[src/rtl/reg_arb_pkg.sv]
// Shared types and default sizes for the two-requester register write arbiter.
package reg_arb_pkg;

    typedef enum logic {
        IDLE  = 1'b0,
        WRITE = 1'b1
    } state_t;

    localparam int WIDTH  = 8;
    localparam int NREG   = 4;
    localparam int ADDR_W = 2;
    localparam int CNT_W  = 8;

endpackage

[src/rtl/reg_write_arbiter_reg8.sv]
// One bank register: loads data when ena is high and clears on asynchronous reset.
module reg8
    import reg_arb_pkg::*;
#(
    parameter int W = WIDTH
) (
    input  logic         clk,
    input  logic         rst,
    input  logic         ena,
    input  logic [W-1:0] data,
    output logic [W-1:0] r
);

    always_ff @(posedge clk or negedge rst) begin
        if (!rst) begin
            r <= '0;
        end else if (ena) begin
            r <= data;
        end
    end

endmodule

[src/rtl/reg_write_arbiter.sv]
// Round-robin arbiter between two write requesters onto a small register bank,
// with a combinational read port, a wrapping write counter and a state debug output.
module reg_write_arbiter
    import reg_arb_pkg::*;
#(
    parameter int WIDTH  = reg_arb_pkg::WIDTH,
    parameter int NREG   = reg_arb_pkg::NREG,
    parameter int ADDR_W = reg_arb_pkg::ADDR_W
) (
    input  logic              clk,
    input  logic              rst,
    input  logic              req0,
    input  logic [ADDR_W-1:0] addr0,
    input  logic [WIDTH-1:0]  data0,
    output logic              gnt0,
    input  logic              req1,
    input  logic [ADDR_W-1:0] addr1,
    input  logic [WIDTH-1:0]  data1,
    output logic              gnt1,
    input  logic [ADDR_W-1:0] rd_addr,
    output logic [WIDTH-1:0]  rd_data,
    output logic              busy,
    output logic [CNT_W-1:0]  wr_count,
    output logic              fsm_state
);

    // Handshake: a requester keeps req/addr/data stable until it sees gnt=1 for
    // one cycle; the grant means the request has been latched. A req still high
    // at the edge after the write is treated as a fresh request.

    state_t              state, state_nx;
    logic                prio, prio_nx;
    logic [ADDR_W-1:0]   lat_addr, lat_addr_nx;
    logic [WIDTH-1:0]    lat_data, lat_data_nx;
    logic                gnt0_nx, gnt1_nx;
    logic [CNT_W-1:0]    cnt_nx;
    logic [NREG-1:0]     ena;
    logic [WIDTH-1:0]    regs [NREG];

    always_ff @(posedge clk or negedge rst) begin
        if (!rst) begin
            state    <= IDLE;
            prio     <= 1'b0;
            lat_addr <= '0;
            lat_data <= '0;
            gnt0     <= 1'b0;
            gnt1     <= 1'b0;
            wr_count <= '0;
        end else begin
            state    <= state_nx;
            prio     <= prio_nx;
            lat_addr <= lat_addr_nx;
            lat_data <= lat_data_nx;
            gnt0     <= gnt0_nx;
            gnt1     <= gnt1_nx;
            wr_count <= cnt_nx;
        end
    end

    always_comb begin
        state_nx    = state;
        prio_nx     = prio;
        lat_addr_nx = lat_addr;
        lat_data_nx = lat_data;
        gnt0_nx     = 1'b0;
        gnt1_nx     = 1'b0;
        cnt_nx      = wr_count;
        ena         = '0;
        case (state)
            IDLE: begin
                // prio=0 favours requester 0 on contention; the loser gets priority next.
                if (req0 && (!req1 || !prio)) begin
                    lat_addr_nx = addr0;
                    lat_data_nx = data0;
                    gnt0_nx     = 1'b1;
                    prio_nx     = 1'b1;
                    state_nx    = WRITE;
                end else if (req1) begin
                    lat_addr_nx = addr1;
                    lat_data_nx = data1;
                    gnt1_nx     = 1'b1;
                    prio_nx     = 1'b0;
                    state_nx    = WRITE;
                end
            end
            WRITE: begin
                ena[lat_addr] = 1'b1;
                cnt_nx        = wr_count + CNT_W'(1);
                state_nx      = IDLE;
            end
            default: state_nx = IDLE;
        endcase
    end

    genvar gi;
    generate
        for (gi = 0; gi < NREG; gi++) begin : g_reg
            reg8 #(.W(WIDTH)) u_reg (
                .clk  (clk),
                .rst  (rst),
                .ena  (ena[gi]),
                .data (lat_data),
                .r    (regs[gi])
            );
        end
    endgenerate

    assign rd_data   = regs[rd_addr];
    assign busy      = (state == WRITE);
    assign fsm_state = state;

endmodule

[config.mk]
export PLATFORM = sky130hd
export DESIGN_NAME = reg_write_arbiter
export DESIGN_NICKNAME = d
export VERILOG_FILES = /design/src/rtl/reg_arb_pkg.sv /design/src/rtl/reg_write_arbiter_reg8.sv /design/src/rtl/reg_write_arbiter.sv
export SDC_FILE = /design/constraint.sdc
export NUM_CORES = 1
export LEC_CHECK = 0
export CORE_MARGIN = 1.5
export CORE_UTILIZATION = 38
export DETAILED_ROUTE_END_ITERATION = 10
export GPL_ROUTABILITY_DRIVEN = 0
export GPL_TIMING_DRIVEN = 0
export PLACE_DENSITY = 0.67
export SLEW_MARGIN = 25
export SYNTH_ARGS = -nofsm -noshare
export SYNTH_HDL_FRONTEND = slang
export SYNTH_HIERARCHICAL = 1
export SYNTH_SLANG_ARGS = --single-unit
export TNS_END_PERCENT = 50
[constraint.sdc]
create_clock -name clk -period 2 [get_ports clk]
set_input_delay 0.4 -clock clk [delete_from_list [all_inputs] [get_ports clk]]
set_output_delay 0.4 -clock clk [all_outputs]
set_load 0.005 [all_outputs]
# Yosys cells after proc, flatten, opt, wreduce, memory -nomap -nowiden
# Index checks and enable logic that the tools add are counted.
[classes]
n_addsub = 1
mul = 0
n_div = 0
magnitude_cmp = 3
eq_ne = 0
shifts = 0
n_mux = 19
bitwise = 2
n_reduce_logical = 7
[op_table]
columns = ["cell", "n"]
rows = [
  ["8-bit two-way mux", 4],
  ["8-bit binary-select mux with 2-bit select", 1],
  ["1-bit two-way mux", 9],
  ["8-bit by 1-bit adder with 8-bit output (second input constant)", 1],
  ["2-bit two-way mux", 2],
  ["4-bit two-way mux", 1],
  ["3-bit greater-or-equal comparator (second input constant)", 1],
  ["2-bit by 3-bit less-than comparator with 1-bit output (second input constant)", 1],
  ["2-bit inverter with 3-bit output", 1],
  ["1-bit demux with 2-bit select", 1],
  ["2-bit by 1-bit greater-or-equal comparator with 1-bit output (second input constant)", 1],
  ["1-bit logical AND", 2],
  ["1-bit zero test", 2],
  ["1-bit case mux with 2 select lines", 1],
  ["2-bit AND reduction", 1],
  ["2-bit nonzero test", 1],
  ["1-bit logical OR", 1],
  ["1-bit inverter", 1],
]
[word_totals]
register_bits = 54
latchBits = 0
ram_bits = 0
romBits = 0
input_bits = 26
output_inout_bits = 20
wordCells = 43
mem_count = 0

# Logic depth before layout (Yosys ltp)
[logic_depth]
ltp_word = 5
mapped_depth = 5
mapped_depth_nobuf = 3

# Hierarchy
# Netlist, hierarchy kept.
[modules_own_cells]
columns = ["module", "instances", "cells_each", "area_per_inst_um2"]
rows = [
  ["reg8", 4, 17, 331.6],
  ["reg_write_arbiter", 1, 108, 1213.7],
]

# Worst setup path before layout
# No wires, ideal clock.
[synth_timing]
kind = "input to output"
from = "input rd_addr[0]"
to = "output rd_data[0]"
arrival_time_ns = 1.077
slack_ns = 0.523
stages = 2
path_buffers = 1
path_cell_list = "buf_6 > mux4_1"
[synth_between]
elab_chain_cells = 4
[synth_rtl]
columns = ["element", "line", "rtl"]
rows = [
  ["from (decl)", "reg_write_arbiter.sv:20", "input logic [ADDR_W-1:0] rd_addr,"],
  ["2-bit inverter with 3-bit output (not written as such)", "reg_write_arbiter.sv:108", "assign rd_data = regs[rd_addr];"],
  ["8-bit binary-select mux with 2-bit select", "reg_write_arbiter.sv:108", ""],
  ["8-bit two-way mux (not written as such) (2 in series)", "reg_write_arbiter.sv:108", ""],
  ["to (decl)", "reg_write_arbiter.sv:21", "output logic [WIDTH-1:0] rd_data,"],
]
# No other way between the ends. The select of a mux whose other input is x is not followed.

# Worst setup path in the final report
[layout_timing]
from = "register g_reg[1].u_reg.r[3]"
to = "output rd_data[3]"
[layout_between]
elab_chain_cells = 3
[layout_rtl]
columns = ["element", "line", "rtl"]
rows = [
  ["from (decl)", "reg_write_arbiter_reg8.sv:11", "output logic [W-1:0] r"],
  ["from (signal assigned)", "reg_write_arbiter_reg8.sv:18", "r <= data;"],
  ["8-bit binary-select mux with 2-bit select", "reg_write_arbiter.sv:108", ""],
  ["8-bit two-way mux (not written as such) (2 in series)", "reg_write_arbiter.sv:108", ""],
]
# No other way between the ends. The select of a mux whose other input is x is not followed.

==> run_results.csv <==
group,metric,value,unit
yosys,synth.distinct_cells,27,
cts,ctsLongestPathBuffers,2,
final_layout,fillCellCount,597,
min_path,min_path_type,"in2async",
worst_setup_path,worstSetupEndpointType,"output pin",
final_layout,drive_gt1_frac,0.2643,
yosys,yosys.area.top_type_share,0.5320,
detailed_routing,via_per_inst,4.941,
worst_setup_path,worst-r2r-cell-count,5,
cts,clock-root-buffer,"clkbuf_8",
detailed_routing,vias,1502,
status,status,"complete, no violations",
cts,cts_tree,"yes",
yosys,synth_seq_area_share,0.5320,
floorplanning,io_pins,46,
timing,slew_headroom,0.5590,
detailed_routing,dr.pass1.iters,4,
worst_setup_path,worstPathArrival,1500,ps
detailed_routing,ant_nets,0,
power_and_ir_drop,p_leak,0.001389,uW
final_layout,area_growth,24.53,%
timing,min_period,1902,ps
timing,slew_violations,0,
worst_setup_path,startpoint_type,"flop",
yosys,synth-seq-cells,54,
global_route,antenna_found_initial,0,
detailed_routing,post_drt_wl_per_cell,15.17,um
cts,path_clk_slew,90,ps
power_and_ir_drop,powerDensity,1262,nW/um^2
cts,cts_hold_buf,0,
timing,fin_worst_skew,5.883,ps
floorplanning,die_h,84.76,um
floorplanning,die-area,7183,um^2
final_layout,num_antenna_cells,0,
cts,clock_latency,300,ps
worst_setup_path,timing_worst_setup_path_type,"reg2out",
global_route,grt_max_degree,55,
timing,timing.final.crit_share,0.9509,
yosys,ys_warn_count,6,
global_route,grt_pass1_vias,1560,
floorplanning,coreArea,6386,um^2
final_layout,layout.cells.non_filler,304,
placement,port_buffers,43,
yosys,synth.largest_area_cell,"dfrtp_1",
cts,cts.htree.levels,2,
final_layout,final_cell_area,3163,um^2
placement,placed_area,3064,um^2
detailed_routing,routed_wl,4.612,mm
worst_setup_path,crit_fanout,2,
timing,tightest_slew,661.4,ps
yosys,syn_area_per_cell,14.43,um^2
cts,cts_inserted_buffers,5,
power_and_ir_drop,ir_worst_vdd,0.0005684,V
detailed_routing,remaining_drc_errors,0,
timing,setup_viol,0,
final_layout,nNetsFinal,253,
timing,setup_tns,0,ps
worst_setup_path,r2r_setup_slack,370,ps
detailed_routing,drtIter0Drc,106,
yosys,syn_nets,203,
floorplanning,dieWidth,84.76,um
run,maxCapViolations,0,
yosys,synthTopCellsByArea,"dfrtp_1, mux2_4, mux4_1",
global_route,grt-ovfl-total,0,
global_route,grt_use_total,0.1399,
worst_setup_path,cp.required,1600,ps
timing,rsz0062_at_grt,"false",
cts,cts.sinks,54,
global_route,grt_pass1_wl,7.859,mm
placement,dp_hpwl,3.291,mm
placement,placed_cells,296,
timing,hold_ws,113.1,ps
yosys,synthesis.instances,176,
floorplanning,rows,29,
yosys,syn_area,2540,um^2
timing,final_hold_viol_count,0,
timing,setup_slack,98.27,ps
timing,max_freq,0.5258,GHz
placement,post-place-ws,-39.10,ps
floorplanning,start_util,0.3977,
-- cell families (layout without fill, tap and decap cells) --
| logic type | Yosys count | in the layout | synth area share |
|---|---|---|---|
| flip-flops | 54 | 54 | 0.5320 |
| AND/OR/NAND/NOR | 46 | 46 | 0.08473 |
| multiplexers | 41 | 41 | 0.2734 |
| AO/OA/AOI/OAI | 15 | 15 | 0.04138 |
| buffers and inverters | 12 | 63 | 0.03940 |
| XOR/XNOR | 7 | 7 | 0.02414 |
| adder cells (fa/ha/maj) | 1 | 1 | 0.004925 |
-- routing by layer --
metal / global-route usage / part of all wire / vias to the layer above / routed length, um
met5: 0 / 0 / - / 0
met3: 0.02262 / 0.046 / 5 / 214
met4: 0.05279 / 0.015 / 0 / 71
li1: - / - / 724 / -
met1: 0.2109 / 0.50 / 726 / 2290
met2: 0.2035 / 0.44 / 47 / 2035
-- per-stage QoR --
stage	util	power [uW]
after global routing	0.4953	4240
final	0.4953	3990
after CTS	0.4953	4031
after floorplan	-	2779
after global placement	0.4802	3333
after detailed placement	0.4798	3388
-- power by group --
group          switching, uW  leakage, uW  internal, uW
logic                    393     0.000701           985
registers                363     0.000630          1550
clock network            335    0.0000579           369
-- worst max-delay path, stage by stage, from the launching register on --
cell and delay, ps:
dfrtp_1 390, mux4_1 530, dlygate4sd2_1 280
-- cell usage after synthesis --
cell / n
a21bo_2: 1
a21boi_2: 1
a21oi_1: 1
a31oi_1: 11
and3_1: 2
and3_2: 1
buf_2: 2
buf_4: 2
buf_6: 6
clkbuf_1: 1
dfrtp_1: 54
ha_1: 1
inv_1: 1
mux2_2: 1
mux2_4: 32
mux4_1: 6
mux4_2: 2
nand2_1: 24
nand4_1: 2
nand4_4: 1
nor2_1: 13
nor3_1: 1
nor3_2: 1
nor3b_1: 1
o21ba_2: 1
xnor2_1: 4
xor2_1: 3
-- layout by cell type (no fill, tap or decap), types with 2 or more instances in the layout --
| cell | netlist | layout |
|---|---|---|
| a31oi_1 | 11 | 11 |
| and3_1 | 2 | 2 |
| buf_2 | 2 | 2 |
| buf_4 | 2 | 3 |
| buf_6 | 6 | 6 |
| clkbuf_8 | 0 | 5 |
| clkdlybuf4s50_1 | 0 | 34 |
| clkinv_2 | 0 | 2 |
| dfrtp_1 | 54 | 54 |
| dlygate4sd2_1 | 0 | 8 |
| mux2_4 | 32 | 32 |
| mux4_1 | 6 | 6 |
| mux4_2 | 2 | 2 |
| nand2_1 | 24 | 24 |
| nand4_1 | 2 | 2 |
| nor2_1 | 13 | 13 |
| xnor2_1 | 4 | 4 |
| xor2_1 | 3 | 3 |
-- final cells by class --
cell class              instances  area [um^2]  share of cell area
well taps                      77        96.34             0.03046
clock buffers                   5        68.82             0.02176
plain buffers                  11        96.34             0.03046
flip-flops and latches         54         1351              0.4272
repair buffers                 43        417.9              0.1321
inverters                       1        3.754            0.001187
clock inverters                 3        40.04             0.01266
multi-input cells             110         1089              0.3441
-- state kept, by name (all words and copies together) (netlist names) --
register,flops
lat_data,8
gnt1,1
prio,1
wr_count,8
busy,1
g.u_reg/r,32
gnt0,1
lat_addr,2
-- worst paths after layout --
path / start / end
setup / recovery: g_reg[1].u_reg/r[3]$_DFFE_PN0P_ / rd_data[3]
hold / removal: rst / wr_count[1]$_DFFE_PN0P_
setup reg to reg: busy$_DFF_PN0_ / g_reg[1].u_reg/r[6]$_DFFE_PN0P_
hold reg to reg: wr_count[7]$_DFFE_PN0P_ / wr_count[7]$_DFFE_PN0P_
max in group asynchronous: rst / g_reg[1].u_reg/r[4]$_DFFE_PN0P_
min in group clk: wr_count[7]$_DFFE_PN0P_ / wr_count[7]$_DFFE_PN0P_
-- repair_timing --
action | in CTS | in global routing
resized for setup | 8 | 0
setup buffers | 0 | 0
setup endpoints to repair | 8 | 0
Note: power is estimated with default switching activity, not from simulation.
